### config.mk
export PLATFORM = sky130hd
export DESIGN_NAME = dadda_mul_arbiter
export DESIGN_NICKNAME = d
export VERILOG_FILES = /design/src/rtl/dadda_mul_arbiter.sv
export SDC_FILE = /design/constraint.sdc
export NUM_CORES = 1
export LEC_CHECK = 0
export ABC_AREA = 1
export CAP_MARGIN = 20
export CORE_UTILIZATION = 50
export DETAILED_ROUTE_END_ITERATION = 12
export GPL_ROUTABILITY_DRIVEN = 1
export PLACE_DENSITY = 0.9
export SLEW_MARGIN = 20
export SYNTH_ARGS = -nofsm -noshare
export SYNTH_HDL_FRONTEND = slang
export SYNTH_SLANG_ARGS = --single-unit
export TNS_END_PERCENT = 100
### constraint.sdc
create_clock -name clk -period 8.3 [get_ports clk]
set_input_delay 1.66 -clock clk [delete_from_list [all_inputs] [get_ports clk]]
set_output_delay 1.66 -clock clk [all_outputs]
set_load 0.005 [all_outputs]
### src/rtl/dadda_mul_arbiter.sv
// dadda_mul_arbiter: round-robin arbiter that time-shares one combinational
// 8x8 unsigned Dadda multiplier among NUM_REQ requesters. Each request is
// accepted in IDLE, multiplied in CALC and returned in RESP under a
// valid/ready handshake.
// Optional build macro DADDA_MUL_ARB_STATS_EN adds saturating 16-bit
// txn_count and stall_count outputs.

module dadda (
  input  logic [7:0]  a,
  input  logic [7:0]  b,
  output logic [15:0] p
);
  localparam int NST = 4;
  localparam int DSEQ [NST] = '{6, 4, 3, 2};

  logic [15:0] row0;
  logic [15:0] row1;

  // Dadda reduction: partial-product columns are reduced to heights 6,4,3,2,
  // using a half adder when one bit of reduction suffices, else a full adder
  always_comb begin
    logic [15:0] col [16];
    logic [15:0] nxt [17];
    int h [16];
    int nh [17];
    int k;
    int r;
    k = 0;
    r = 0;
    row0 = '0;
    row1 = '0;
    for (int c = 0; c < 16; c++) begin
      col[c] = '0;
      h[c] = 0;
    end
    for (int c = 0; c < 17; c++) begin
      nxt[c] = '0;
      nh[c] = 0;
    end
    for (int i = 0; i < 8; i++) begin
      for (int j = 0; j < 8; j++) begin
        col[i+j][h[i+j][3:0]] = a[i] & b[j];
        h[i+j] = h[i+j] + 1;
      end
    end
    for (int s = 0; s < NST; s++) begin
      for (int c = 0; c < 17; c++) begin
        nxt[c] = '0;
        nh[c] = 0;
      end
      for (int c = 0; c < 16; c++) begin
        k = 0;
        for (int t = 0; t < 8; t++) begin
          r = h[c] - k + nh[c];
          if (r > DSEQ[s]) begin
            if (r == DSEQ[s] + 1) begin
              nxt[c][nh[c][3:0]] = col[c][k[3:0]] ^ col[c][4'(k + 1)];
              nxt[c+1][nh[c+1][3:0]] = col[c][k[3:0]] & col[c][4'(k + 1)];
              nh[c] = nh[c] + 1;
              nh[c+1] = nh[c+1] + 1;
              k = k + 2;
            end else begin
              nxt[c][nh[c][3:0]] = col[c][k[3:0]] ^ col[c][4'(k + 1)] ^ col[c][4'(k + 2)];
              nxt[c+1][nh[c+1][3:0]] = (col[c][k[3:0]] & col[c][4'(k + 1)]) |
                                       (col[c][k[3:0]] & col[c][4'(k + 2)]) |
                                       (col[c][4'(k + 1)] & col[c][4'(k + 2)]);
              nh[c] = nh[c] + 1;
              nh[c+1] = nh[c+1] + 1;
              k = k + 3;
            end
          end
        end
        for (int t = 0; t < 16; t++) begin
          if (t >= k && t < h[c]) begin
            nxt[c][nh[c][3:0]] = col[c][t];
            nh[c] = nh[c] + 1;
          end
        end
      end
      for (int c = 0; c < 16; c++) begin
        col[c] = nxt[c];
        h[c] = nh[c];
      end
    end
    for (int c = 0; c < 16; c++) begin
      row0[c] = col[c][0];
      row1[c] = col[c][1];
    end
  end

  assign p = row0 + row1;
endmodule

module dadda_mul_arbiter #(
  parameter int NUM_REQ = 4,
  parameter int ID_W    = 2
) (
  input  logic                   clk,
  input  logic                   rst_n,
  input  logic [NUM_REQ-1:0]     req_valid,
  output logic [NUM_REQ-1:0]     req_ready,
  input  logic [8*NUM_REQ-1:0]   req_a,
  input  logic [8*NUM_REQ-1:0]   req_b,
  output logic                   rsp_valid,
  input  logic                   rsp_ready,
  output logic [15:0]            rsp_prod,
  output logic [ID_W-1:0]        rsp_id
`ifdef DADDA_MUL_ARB_STATS_EN
  ,
  output logic [15:0]            txn_count,
  output logic [15:0]            stall_count
`endif
);
  localparam int NSLOT = 2**ID_W;
  localparam logic [1:0] IDLE = 2'd0;
  localparam logic [1:0] CALC = 2'd1;
  localparam logic [1:0] RESP = 2'd2;

  logic [1:0]       state;
  logic [ID_W-1:0]  rr_ptr;
  logic [ID_W-1:0]  winner;
  logic             found;
  logic             grant;
  logic [NSLOT-1:0] valid_pad;
  logic [7:0]       a_arr [NSLOT];
  logic [7:0]       b_arr [NSLOT];
  logic [7:0]       op_a_p1;
  logic [7:0]       op_b_p1;
  logic [ID_W-1:0]  id_p1;
  logic [15:0]      prod_p2;
  logic [15:0]      mul_out;

  dadda u_dadda (
    .a (op_a_p1),
    .b (op_b_p1),
    .p (mul_out)
  );

  // Unpack per-requester operands into index-addressable slots
  always_comb begin
    for (int k = 0; k < NSLOT; k++) begin
      a_arr[k] = '0;
      b_arr[k] = '0;
    end
    for (int k = 0; k < NUM_REQ; k++) begin
      a_arr[k] = req_a[8*k +: 8];
      b_arr[k] = req_b[8*k +: 8];
    end
  end

  // Round-robin search starting at rr_ptr, wrapping modulo NUM_REQ
  always_comb begin
    int cand;
    cand = 0;
    winner = '0;
    found = 1'b0;
    valid_pad = NSLOT'(req_valid);
    for (int k = 0; k < NUM_REQ; k++) begin
      cand = int'(rr_ptr) + k;
      if (cand >= NUM_REQ) cand = cand - NUM_REQ;
      if (!found && valid_pad[ID_W'(cand)]) begin
        found = 1'b1;
        winner = ID_W'(cand);
      end
    end
  end

  // One-hot ready to the winner while idle; held low during reset
  always_comb begin
    req_ready = '0;
    for (int k = 0; k < NUM_REQ; k++) begin
      req_ready[k] = rst_n && (state == IDLE) && found && (winner == ID_W'(k));
    end
  end

  assign grant     = rst_n && (state == IDLE) && found;
  assign rsp_valid = (state == RESP);
  assign rsp_prod  = prod_p2;
  assign rsp_id    = id_p1;

  // Control FSM with operand capture (p1) and product register (p2)
  always_ff @(posedge clk) begin
    if (!rst_n) begin
      state   <= IDLE;
      rr_ptr  <= '0;
      op_a_p1 <= '0;
      op_b_p1 <= '0;
      id_p1   <= '0;
      prod_p2 <= '0;
    end else begin
      case (state)
        IDLE: begin
          // stage p1: operands and owner captured on the grant edge
          if (grant) begin
            op_a_p1 <= a_arr[winner];
            op_b_p1 <= b_arr[winner];
            id_p1   <= winner;
            rr_ptr  <= (winner == ID_W'(NUM_REQ - 1)) ? '0 : winner + ID_W'(1);
            state   <= CALC;
          end
        end
        CALC: begin
          // stage p2: multiplier result registered
          prod_p2 <= mul_out;
          state   <= RESP;
        end
        RESP: begin
          if (rsp_ready) state <= IDLE;
        end
        default: state <= IDLE;
      endcase
    end
  end

`ifdef DADDA_MUL_ARB_STATS_EN
  function automatic logic [15:0] sat_inc(input logic [15:0] v);
    return (v == 16'hFFFF) ? v : v + 16'd1;
  endfunction

  // Saturating counters for completed responses and backpressured cycles
  always_ff @(posedge clk) begin
    if (!rst_n) begin
      txn_count   <= '0;
      stall_count <= '0;
    end else begin
      if (state == RESP && rsp_ready)  txn_count   <= sat_inc(txn_count);
      if (state == RESP && !rsp_ready) stall_count <= sat_inc(stall_count);
    end
  end
`endif
endmodule

==> results.toml <==
[status]
status = "completed"

[sta]
tns_ns = 0
period_minus_slack_ns = 6.219
worst-slew-pin-transition_ns = 0.8697
fin_skew_ns = 0.008485
slew_headroom_pct = 41.84
setup_viol = 0
fin_crit_sh_pct = 74.93
final-hold-violation-count = 0
setup_ws_ns = 2.081
rsz0062_at_grt = "false"
fmax_mhz = 160.8
maxSlewViolCount = 0

[drt]
drt_wl_total_um = 10210
antenna_left = 0
wl_per_cell_um = 11.43
num_vias = 4433
dr.pass1.iters = 6
drt-initial-drc-count = 226
drcViolationCount = 0
viasPerCell = 4.964

[final_layout]
postLayoutCoreUtil_pct = 63.03
drive_gt1_share_pct = 3.057
syn_to_final_growth_pct = 22.33
fin_area_um2 = 5470
nets = 916
layout_common_cells = "nand2_1, inv_1, clkdlybuf4s50_1, nand3_1, nor2_1"
layout_commonest_cell = "nand2_1"
n_antenna_cell = 0
nFillCells = 748

[yosys]
ys_seq_area_share_pct = 17.01
avgSynthCellArea_um2 = 6.237
yosysWarnings = 0
synth_fp_nets = 849
synthDistinctLibCells = 34
ys_ff_latch = 38
netlist_instances = 717
netlist_area_um2 = 4472

[critical_path]
cp.arrival_ns = 4.56
required_ns = 6.64
critPathLaunch = "rst_n"
critPathCaptureType = "output port"
start_kind = "input port"
rr_worst_depth = 17
crit_fanout = 24
worstSetupPathType = "input port to output port"
rr_startpoint = "op_a_p1[1]$_SDFFE_PN0P_"

[clock_network]
clk_pin_slew_ns = 0.07
cts_hold_buf = 0
cts_resized = 0
clockBufferDepth = 2
worst_skew_pair.late_latency_ns = 0.29
cts_sinks = 38
clock-root-buffer = "clkbuf_8"
cts_tree = "done"
postCtsSetupRepairBufs = 0
cts_buffers = 5
htreeDepth = 2

[placed_design]
dpl_cell_area_um2 = 5375
dp_slack_ns = 2.154
place_hpwl_um = 8105
gp_congestion = 0.8547
port_buffers = 93

[power]
power.density_nw_per_um2 = 263.0
vdd_drop_max_mv = 0.1638
p_leak_uw = 0.003208

[worst_hold_path]
hold_class = "register to register"
hold_path_depth = 2
hold_start = "rsp_prod[15]$_SDFFE_PN0N_"

[grt]
antenna_found_initial = 0
grtUsageTotal_pct = 23.92
grt_pass1_wl_um = 17790
grt_max_degree = 36
grt_pass1_vias = 4203
grt-ovfl-total = 0

[floorplanning]
num_io_pins = 94
start_util_pct = 51.53
die_area_um2 = 9326
core_area_um2 = 8678
num_rows = 34
die_y_um = 96.57
die_w_um = 96.57

[job]
maxCapViolCount = 0
## critical path, cell delays in order
cell             delay [ns]
clkdlybuf4s50_1        1.04
inv_1                  0.46
nor3_1                 0.44
nand2_4                0.24
nor2_1                 0.18
clkdlybuf4s50_1        0.53
## state kept, by name (all words and copies together) (netlist names)
register  flops
op_b_p1       8
state         2
op_a_p1       8
rr_ptr        2
rsp_id        2
rsp_prod     16
## final timing paths
kind / endpoint / slack [ns]
hold / removal: rsp_prod[15]$_SDFFE_PN0N_ / 0.47
hold reg to reg: rsp_prod[15]$_SDFFE_PN0N_ / 0.47
setup reg to reg: rsp_prod[14]$_SDFFE_PN0N_ / 4.02
setup / recovery: req_ready[0] / 2.08
## routing by layer
metal	wire, µm	GRT usage (%)
met1	4538	29.48
met2	4930	42.61
met3	615	4.225
met4	126	6.618
met5	0	0
## cell families after synthesis
logic type,count (synthesis),share of synthesized area [%]
compound gates,47,5.820
xor+xnor,8,1.567
fa+ha+maj,61,23.11
buf+inv,202,18.08
flops,38,17.01
simple gates,361,34.41
## final cells by class
class	count	area (µm²)	area share [%]
inverters	168	638.1	11.67
flip-flops and latches	38	760.7	13.91
multi-input cells	477	2903	53.06
well taps	108	135.1	2.470
clock inverters	2	12.51	0.2287
repair buffers	94	938.4	17.15
clock buffers	6	82.58	1.510
## report_power, final
part,switching (µW),internal [µW]
registers,99.6,245
clock network,66.3,66.8
logic,589,372
total,755,683
## stage by stage
step / power, µW / hold slack (ns) / std cells
2_1_floorplan: 1072 / 0.4607 / 717
3_3_place_gp: 1267 / 0.4562 / 885
3_5_place_dp: 1294 / 0.4591 / 885
4_1_cts: 1429 / 0.4706 / 893
5_1_grt: 1601 / 0.5255 / 893
6_report: 1438 / 0.4736 / 893
## synthesized netlist by cell type (all sizes together)
library cell	count	share of area, %
fa	36	16
nor2	43	4.0
nor3	1	0.11
xnor2	3	0.59
o31ai	2	0.34
nand3	62	7.6
o211ai	1	0.17
o32ai	1	0.20
o21bai	1	0.17
xor2	5	0.98
a31o	1	0.20
o21ai	20	2.2
ha	25	7.0
a21boi	1	0.17
clkbuf	21	1.8
a21oi	18	2.0
dfxtp	38	17
nand2	237	20
nand4	18	2.5
a21o	2	0.34
inv	168	14
buf	13	2.0
No activity file was read; power rests on OpenSTA's default activity.
